===== config.mk =====
export PLATFORM = sky130hd
export DESIGN_NAME = xpmwrap_sdpram_stream_reader_flat
export DESIGN_NICKNAME = d
export VERILOG_FILES = /design/src/rtl/xpmwrap_sdpram_stream_reader_pkg.sv /design/src/rtl/xpmwrap_sdpram_stream_reader_if.sv /design/src/rtl/xpmwrap_sdpram_stream_reader_fifo.sv /design/src/rtl/xpmwrap_sdpram_stream_reader.sv /design/src/flat_wrapper.sv
export SDC_FILE = /design/constraint.sdc
export NUM_CORES = 1
export LEC_CHECK = 0
export CAP_MARGIN = 20
export CORE_MARGIN = 8
export CORE_UTILIZATION = 43
export DETAILED_ROUTE_END_ITERATION = 7
export HOLD_SLACK_MARGIN = 0.15
export PLACE_DENSITY = 0.78
export SYNTH_ARGS = -nofsm -noshare
export SYNTH_HDL_FRONTEND = slang
export SYNTH_SLANG_ARGS = --single-unit

===== constraint.sdc =====
create_clock -name clka -period 3.5 [get_ports clka]
set_input_delay 0.525 -clock clka [delete_from_list [all_inputs] [get_ports clka]]
set_output_delay 0.525 -clock clka [all_outputs]
set_load 0.03 [all_outputs]

===== src/rtl/xpmwrap_sdpram_stream_reader_pkg.sv =====
// xpmwrap_pkg: shared read-latency constant and read-engine state type
package xpmwrap_pkg;
  localparam int RAM_READ_LATENCY = 2;
  typedef enum logic [1:0] {IDLE, ISSUE, DRAIN, DONE} rd_state_t;
endpackage


===== src/rtl/xpmwrap_sdpram_stream_reader_if.sv =====
// xpmwrap_sdpram_stream_reader_if: valid/ready word stream; XPMWRAP_STREAM_LAST_EN adds m_last
interface xpmwrap_sdpram_stream_reader_if #(parameter int W = 32);
  logic [W-1:0] m_data;
  logic m_valid;
  logic m_ready;
`ifdef XPMWRAP_STREAM_LAST_EN
  logic m_last;
  modport master (output m_data, m_valid, m_last, input m_ready);
  modport slave (input m_data, m_valid, m_last, output m_ready);
`else
  modport master (output m_data, m_valid, input m_ready);
  modport slave (input m_data, m_valid, output m_ready);
`endif
endinterface


===== src/rtl/xpmwrap_sdpram_stream_reader_fifo.sv =====
// xpmwrap_sync_fifo: single-clock first-word-fall-through FIFO, output read from registered storage
module xpmwrap_sync_fifo #(
  parameter int WIDTH = 32,
  parameter int DEPTH = 4
) (
  input  logic clk,
  input  logic rst,
  input  logic i_push,
  input  logic [WIDTH-1:0] i_data,
  input  logic i_pop,
  output logic [WIDTH-1:0] o_data,
  output logic o_valid,
  output logic [$clog2(DEPTH):0] o_count
);
  localparam int AW = $clog2(DEPTH);
  logic [WIDTH-1:0] r_mem [DEPTH];
  logic [AW-1:0] r_wr, r_rd;
  logic [AW:0] r_cnt;
  logic w_pop;
  assign w_pop = i_pop && (r_cnt != '0);
  assign o_valid = r_cnt != '0;
  assign o_data = r_mem[r_rd];
  assign o_count = r_cnt;
  // storage is cleared so the stream data reads zero out of reset
  always_ff @(posedge clk) begin
    if (rst) begin
      r_wr <= '0;
      r_rd <= '0;
      r_cnt <= '0;
      for (int i = 0; i < DEPTH; i++) r_mem[i] <= '0;
    end else begin
      if (i_push) r_mem[r_wr] <= i_data;
      r_wr <= i_push ? r_wr + AW'(1) : r_wr;
      r_rd <= w_pop ? r_rd + AW'(1) : r_rd;
      r_cnt <= r_cnt + (AW+1)'(i_push) - (AW+1)'(w_pop);
    end
  end
endmodule


===== src/rtl/xpmwrap_sdpram_stream_reader.sv =====
// xpmwrap_sdpram_stream_reader: credit-limited port-B read engine feeding a valid/ready stream
// XPMWRAP_STREAM_LAST_EN adds m_last, carried with each word through the latency pipe and FIFO
module xpmwrap_sdpram_stream_reader
  import xpmwrap_pkg::*;
#(
  parameter int ADDR_WIDTH_A = 6,
  parameter int WRITE_DATA_WIDTH_A = 32,
  parameter int FIFO_DEPTH = 4
) (
  input  logic clka,
  input  logic rstb,
  input  logic cmd_valid,
  output logic cmd_ready,
  input  logic [ADDR_WIDTH_A-1:0] cmd_addr,
  input  logic [ADDR_WIDTH_A:0] cmd_len,
  output logic [ADDR_WIDTH_A-1:0] ram_addrb,
  output logic ram_enb,
  output logic ram_regceb,
  output logic ram_rstb,
  input  logic [WRITE_DATA_WIDTH_A-1:0] ram_doutb,
  xpmwrap_sdpram_stream_reader_if.master m,
  output logic busy,
  output logic done
);
  localparam int CW = $clog2(FIFO_DEPTH);
  localparam int L = RAM_READ_LATENCY;
`ifdef XPMWRAP_STREAM_LAST_EN
  localparam int FW = WRITE_DATA_WIDTH_A + 1;
`else
  localparam int FW = WRITE_DATA_WIDTH_A;
`endif
  rd_state_t r_state, w_state;
  logic [ADDR_WIDTH_A-1:0] r_addr;
  logic [ADDR_WIDTH_A:0] r_rem;
  logic [L-1:0] r_pipe;
  logic [CW:0] w_cnt;
  logic [FW-1:0] w_fin, w_fout;
  logic w_accept, w_issue, w_final, w_credit, w_pop, w_fvalid;
  assign w_accept = cmd_valid && cmd_ready;
  assign w_final = r_rem == (ADDR_WIDTH_A+1)'(1);
  // reads in the latency pipe plus words already buffered must fit in the FIFO
  assign w_credit = ($countones(r_pipe) + int'(w_cnt)) < FIFO_DEPTH;
  assign w_issue = (r_state == ISSUE) && (r_rem != '0) && w_credit;
  assign w_pop = w_fvalid && m.m_ready;
  assign cmd_ready = (r_state == IDLE) && !rstb;
  assign busy = r_state != IDLE;
  assign done = r_state == DONE;
  assign ram_addrb = r_addr;
  assign ram_enb = w_issue;
  assign ram_regceb = 1'b1;
  assign ram_rstb = rstb;
  assign m.m_valid = w_fvalid;
  assign m.m_data = w_fout[WRITE_DATA_WIDTH_A-1:0];
`ifdef XPMWRAP_STREAM_LAST_EN
  logic [L-1:0] r_lpipe;
  assign w_fin = {r_lpipe[L-1], ram_doutb};
  assign m.m_last = w_fout[FW-1];
  always_ff @(posedge clka) begin
    if (rstb) r_lpipe <= '0;
    else r_lpipe <= {r_lpipe[L-2:0], w_issue && w_final};
  end
`else
  assign w_fin = ram_doutb;
`endif
  always_ff @(posedge clka) begin
    if (rstb) begin
      r_state <= IDLE;
      r_addr <= '0;
      r_rem <= '0;
      r_pipe <= '0;
    end else begin
      r_state <= w_state;
      r_pipe <= {r_pipe[L-2:0], w_issue};
      if (w_accept) begin
        r_addr <= cmd_addr;
        r_rem <= cmd_len;
      end else if (w_issue) begin
        r_addr <= r_addr + ADDR_WIDTH_A'(1);
        r_rem <= r_rem - (ADDR_WIDTH_A+1)'(1);
      end
    end
  end
  // the drain exit anticipates the pop of the last buffered word so done lands one cycle after it
  always_comb begin
    w_state = r_state;
    unique case (r_state)
      IDLE: if (w_accept) w_state = (cmd_len == '0) ? DONE : ISSUE;
      ISSUE: if (w_issue && w_final) w_state = DRAIN;
      DRAIN: if (r_pipe == '0 && (w_cnt == '0 || (w_cnt == (CW+1)'(1) && w_pop))) w_state = DONE;
      DONE: w_state = IDLE;
      default: w_state = IDLE;
    endcase
  end
  xpmwrap_sync_fifo #(.WIDTH(FW), .DEPTH(FIFO_DEPTH)) u_fifo (
    .clk(clka),
    .rst(rstb),
    .i_push(r_pipe[L-1]),
    .i_data(w_fin),
    .i_pop(w_pop),
    .o_data(w_fout),
    .o_valid(w_fvalid),
    .o_count(w_cnt)
  );
endmodule


===== src/flat_wrapper.sv =====
// flat-port wrapper written by rule: the top's interface ports become plain ports
module xpmwrap_sdpram_stream_reader_flat import xpmwrap_pkg::*;
#(
  parameter int ADDR_WIDTH_A = 6,
  parameter int WRITE_DATA_WIDTH_A = 32,
  parameter int FIFO_DEPTH = 4
)
  (clka, rstb, cmd_valid, cmd_ready, cmd_addr, cmd_len, ram_addrb, ram_enb, ram_regceb, ram_rstb, ram_doutb, busy, done, m_m_data, m_m_valid, m_m_ready);
  xpmwrap_sdpram_stream_reader_if m_i ();
  input  logic clka;
  input  logic rstb;
  input  logic cmd_valid;
  output logic cmd_ready;
  input  logic [ADDR_WIDTH_A-1:0] cmd_addr;
  input  logic [ADDR_WIDTH_A:0] cmd_len;
  output logic [ADDR_WIDTH_A-1:0] ram_addrb;
  output logic ram_enb;
  output logic ram_regceb;
  output logic ram_rstb;
  input  logic [WRITE_DATA_WIDTH_A-1:0] ram_doutb;
  output logic busy;
  output logic done;
  output wire logic [$bits(m_i.m_data)-1:0] m_m_data;
  output wire logic [$bits(m_i.m_valid)-1:0] m_m_valid;
  input wire logic [$bits(m_i.m_ready)-1:0] m_m_ready;
  assign m_m_data = m_i.m_data;
  assign m_m_valid = m_i.m_valid;
  assign m_i.m_ready = m_m_ready;
  xpmwrap_sdpram_stream_reader #(.ADDR_WIDTH_A(ADDR_WIDTH_A), .WRITE_DATA_WIDTH_A(WRITE_DATA_WIDTH_A), .FIFO_DEPTH(FIFO_DEPTH)) u_core (.clka(clka), .rstb(rstb), .cmd_valid(cmd_valid), .cmd_ready(cmd_ready), .cmd_addr(cmd_addr), .cmd_len(cmd_len), .ram_addrb(ram_addrb), .ram_enb(ram_enb), .ram_regceb(ram_regceb), .ram_rstb(ram_rstb), .ram_doutb(ram_doutb), .m(m_i), .busy(busy), .done(done));
endmodule

After elaboration in Yosys (flattened, before gate mapping):

Memories as Yosys holds them, arrays and structs flattened. A register that Yosys moved wholly into a read port is not among the register bits.
Index checks and enable logic that the tools add are counted.

* register bits: 24
* memory bits (writable): 128
* logic and storage cells: 65
* memories kept: 1

* $add $sub $neg: 8
* $lt $le $gt $ge: 1
* equality and inequality tests: 8
* muxes and demuxes: 19
* reduce and logical (&&, ||, !) cells: 21

Memories
* u_core.u_fifo.r_mem: words 4, bits a word 32, rd ports 1, clocked after Yosys merged registers in 1, write ports 4, line xpmwrap_sdpram_stream_reader_fifo.sv:16 `logic [WIDTH-1:0] r_mem [DEPTH];`

Operators by type and width (number)
* $add 32x4->32: 1
* $lt 32x4->1 const B: 1
* $mux 32: 1
* $reduce_or 32->1: 1
* $mux 2: 7
* $mux 7: 2
* $mux 6: 2
* $logic_and 1x1->1: 9
* $pmux 2 s4: 1
* $eq 7x1->1 const B: 1
* $logic_not 7->1: 1
* $reduce_bool 7->1: 1
* $sub 7x1->7 const B: 1
* $add 6x1->6 const B: 1
* $mux 1: 6
* $add 2x1->2 const B: 2
* $eq 2x2->1 const B: 2
* $logic_not 2->1: 2
* $ne 2x1->1 const B: 2
* $reduce_bool 2->1: 2
* $add 3x1->3: 1
* $eq 3x1->1 const B: 1
* $logic_not 3->1: 1
* $reduce_and 3->1: 1
* other kinds (7): 7

Depth between registers and ports, before layout:

* depth in word-level cells: 7
* gate-level depth with buffers: 7
* gate-level depth less buffers: 7

Hierarchy:

Synthesis repeated with hierarchy kept, for this count alone.

* cell total of the unflattened synthesis: 480
* area, all modules: 7175.6 um^2

Modules (own cells, without submodules)
* xpmwrap_sync_fifo: times used 1, cells an instance 352, area an instance 6093.3 um^2
* xpmwrap_sdpram_stream_reader: times used 1, cells an instance 128, area an instance 1082.3 um^2

Least setup slack after synthesis:

OpenSTA, ideal clock, no wires.

* path type: register -> register
* start: register u_core.u_fifo.r_wr[1]
* end: memory u_core.u_fifo.r_mem[0][0], enable pin
* setup time: 466 ps
* arrival time: 3056 ps
* data required time: 3034 ps
* slack: -22 ps
* cell stages (with the launch flop): 4
* path buffers: 1
* period minus slack after synthesis: 3522 ps
* cells stage by stage: dfxtp_1 -> or2_2 -> clkbuf_1 -> o21ai_0

RTL lines
* start: declaration: line xpmwrap_sdpram_stream_reader_fifo.sv:17 `logic [AW-1:0] r_wr, r_rd;`
* start signal: assignment: line xpmwrap_sdpram_stream_reader_fifo.sv:33 `r_wr <= i_push ? r_wr + AW'(1) : r_wr;`
* end: declaration: line xpmwrap_sdpram_stream_reader_fifo.sv:16

Worst setup path in the final report:

* start: register u_core.r_rem[0]
* end: output port ram_enb

* longest elaborated chain between the ends: 3

Ends and longest elaborated chain
* start: declaration: line xpmwrap_sdpram_stream_reader.sv:34 `logic [ADDR_WIDTH_A:0] r_rem;`
* start signal: assignment: line xpmwrap_sdpram_stream_reader.sv:76 `r_rem <= cmd_len;`
* start signal: assignment: line xpmwrap_sdpram_stream_reader.sv:79 `r_rem <= r_rem - (ADDR_WIDTH_A+1)'(1);`
* $reduce_bool 7->1: line xpmwrap_sdpram_stream_reader.sv:43 `assign w_issue = (r_state == ISSUE) && (r_rem != '0) && w_credit;`
* $logic_and 1x1->1 (2 in a row): line xpmwrap_sdpram_stream_reader.sv:43
* end: declaration: line flat_wrapper.sv:17 `output logic ram_enb;`

Every way passes these cells.

==> summary.md <==
| Metric | Value |
|---|---|
| CP max stage cell | clkdlybuf4s50_1 |
| Most frequently used flop master after synthesis | edfxtp_1 |
| CP max FO | 16 |
| Detailed Route WL | 15000 µm |
| Dpl cell area | 8030 µm² |
| Initial detailed-routing violation count | 283 |
| # Post-CTS Setup Buffers | 0 |
| Met1 usage | 17.6% |
| Achievable Freq | 305 MHz |
| Synth async-reset ratio | 0% |
| CP peak stage delay | 610 ps |
| Grt ovf | 0 |
| Grt met3 use | 3.96% |
| Starting Density | 43.5% |
| Fin util | 54.8% |
| Top cell by count, worst path | inv_1 |
| R2r worst-path depth | 3 |
| Final GP Congestion | 0.764 |
| CP Cell Sequence | inv_1 -> ha_1 -> or4b_4 -> o211ai_4 -> inv_1 -> clkdlybuf4s50_1 |
| Cts-stage hold buffer count | 0 |
| WS Path Type | flop to primary output |
| Routed WL per cell | 17.7 µm |
| Number of global-route vias before repair | 4659 |
| GRT Util Overall | 15.5% |
| DP Cell Count | 813 |
| Yosys cell types | 47 |
| H-tree levels | 4 |
| Cells after Synth | 525 |
| Pre-antenna DRT Iters | 5 |
| Sequential fraction of the synthesis area | 63.8% |
| First-pass GRT wire length | 23700 µm |
| CTS resizes | 0 |
| Pin count of the biggest net entering global routing | 34 |
| Hold_ws | 476 ps |
| YS warnings | 0 |
| Worst EP required | 2970 ps |
| Busiest metal layer after global routing | met2 |
| Crit. End Element | primary output |
| Worst-Margin Slew | 909 ps |
| CTS clock-pin slew for the worst setup and hold paths | 60 ps |
| Critical Path Source Type | flop |
| Top cells by area, synth | edfxtp_1 56%, mux4_2 11%, dfxtp_1 7.6% |
| CTS tree | yes |
| Relative slew slack | 39.2% |
| Routed Antenna Nets | 0 |
| Initial antenna violation count | 0 |
| Clock tree buffer depth | 2 |
| Mapped Avg Cell Area | 13.0 µm² |
| Nets | 680 |
| Routed vias | 4340 |
| Die Y | 142 µm |
| Register area | 4370 µm² |
| Synthesized area | 6840 µm² |
| Number of synthesized flops with an enable pin | 128 |
| Final HPWL DP | 9460 µm |
| Post-synth top area share | 56.2% |
| Final Cell Area | 8620 µm² |
| Final Critical Period | 3280 ps |
| Via/cell ratio | 5.14 |
| I/O Buffers | 92 |
| Post-Syn Nets | 589 |
| Antenna Cells | 0 |
| Drc violations | 0 |
| Total of max-cap violations | 0 |
| Finished Layout Cells | 845 |
| Layout cell share with drive strength beyond 1 | 14.6% |
| Status | completed |
| Flop and latch count out of synthesis | 154 |
| Data arrival, critical path | 2750 ps |
| Synthesis-to-layout area growth | 26.0% |
| Inserted Clock Buffers | 17 |
| Type of the worst min-delay path | flop to flop |
| Ports | 94 |
| Endpoints failing hold | 0 |
| FILL cells | 1281 |
| Hold path cells | 2 |
| Final Skew | 9.25 ps |
| Synth cell count leaders | 128 x edfxtp_1, 122 x nor2_1, 45 x inv_1, 41 x nand2_1, 32 x mux4_2 |
| Slew Viols, Final | 0 |
| PD cells | 657 nW/µm² |
| Die X | 142 µm |
| Final-report setup violation count | 0 |
| Worst VDD drop | 0.386 mV |
| Final worst-path cycle share | 93.7% |
| Root Driver | clkbuf_16 |
| GR Util met2 | 27.6% |
| Core ar. | 15700 µm² |
| Rows | 46 |
| Count leader, synth | edfxtp_1 |
| Cell taking the most area after synthesis | edfxtp_1 |
| Clock insertion delay at the later pin of the skew report | 420 ps |
| Setup_tns | 0 ps |
| CTS sink cnt | 154 |
| Leakage | 0.00325 µW |
| Multi-input logic area | 2230 µm² |
| RSZ-0062 raised after global routing | no |
| Die area | 20200 µm² |
==> cell type report <==
type                    instances  area share (%)
clock buffers                  17            4.94
clock inverters                15            1.84
inverters                      45            1.96
multi-input cells             297            25.8
flip-flops and latches        154            50.7
well taps                     216            3.14
repair buffers                101            11.6
==> metrics by stage <==
| step | setup slack [ps] | power (µW) |
|---|---|---|
| 2_1_floorplan | 129 | 3360 |
| 3_3_place_gp | 756 | 3900 |
| 3_5_place_dp | 680 | 3930 |
| 4_1_cts | 199 | 5720 |
| 5_1_grt | 73.2 | 5900 |
| 6_report | 221 | 5660 |
==> registers in the layout (all words and copies together) (netlist names), named ones only <==
register               count
u_core.u_fifo.r_wr         2
u_core.r_rem               7
u_core.r_pipe              2
u_core.u_fifo.o_count      3
u_core.ram_addrb           6
u_core.u_fifo.r_mem      128
u_core.r_state             2
u_core.u_fifo.r_rd         2
==> cells in the final DEF, fill, tap and decap left out, types with 4 or more instances in the layout <==
| cell | count |
|---|---|
| a311oi_1 | 6 |
| buf_4 | 8 |
| clkbuf_16 | 17 |
| clkdlybuf4s50_1 | 92 |
| dfxtp_1 | 24 |
| edfxtp_1 | 128 |
| ha_1 | 14 |
| inv_1 | 45 |
| inv_6 | 5 |
| mux4_2 | 32 |
| nand2_1 | 40 |
| nand3_1 | 10 |
| nand4_1 | 4 |
| nor2_1 | 121 |
| nor2b_1 | 4 |
| nor3_1 | 4 |
| o21ai_1 | 4 |
| or3_1 | 7 |
| xnor2_1 | 5 |
==> kinds of logic after synthesis <==
group / count (synthesis) / share of synthesized area (%)
XOR/XNOR: 8 / 1.02
AND/OR/NAND/NOR: 211 / 13.6
adder cells (fa/ha/maj): 15 / 2.85
AO/OA/AOI/OAI: 27 / 3.37
multiplexers: 35 / 11.0
other: 1 / 0.0548
flip-flops: 154 / 63.8
buffers and inverters: 74 / 4.34
==> routing by layer <==
| metal | routed length, µm | up-vias |
|---|---|---|
| li1 | - | 2052 |
| met5 | 0 | - |
| met4 | 162 | 0 |
| met2 | 7880 | 126 |
| met3 | 912 | 13 |
| met1 | 6040 | 2149 |
==> critical path: cells and delay by family (launching register included) <==
kind	cells	cell delay [ps]
compound gates	1	440
fa+ha+maj	1	210
flops	1	340
simple gates	1	500
buf+inv	3	830
==> final timing paths <==
| kind | startpoint | endpoint | slack [ps] |
|---|---|---|---|
| hold reg to reg | u_core.r_pipe[0]$_SDFF_PP0_ | u_core.r_pipe[1]$_SDFF_PP0_ | 480 |
| setup reg to reg | u_core.u_fifo.r_wr[1]$_SDFFE_PP0P_ | u_core.u_fifo.r_mem[0][23]$_SDFFCE_PN0P_ | 980 |
| setup / recovery | u_core.r_rem[0]$_SDFFE_PP0P_ | ram_enb | 220 |
| hold / removal | u_core.r_pipe[0]$_SDFF_PP0_ | u_core.r_pipe[1]$_SDFF_PP0_ | 480 |
==> where the power goes <==
part	leakage, µW	internal [µW]	switching [µW]
Clock	0.000282	1010	779
Sequential	0.00154	2130	153
Combinational	0.00144	760	834
(Power assumes the default switching activity.)
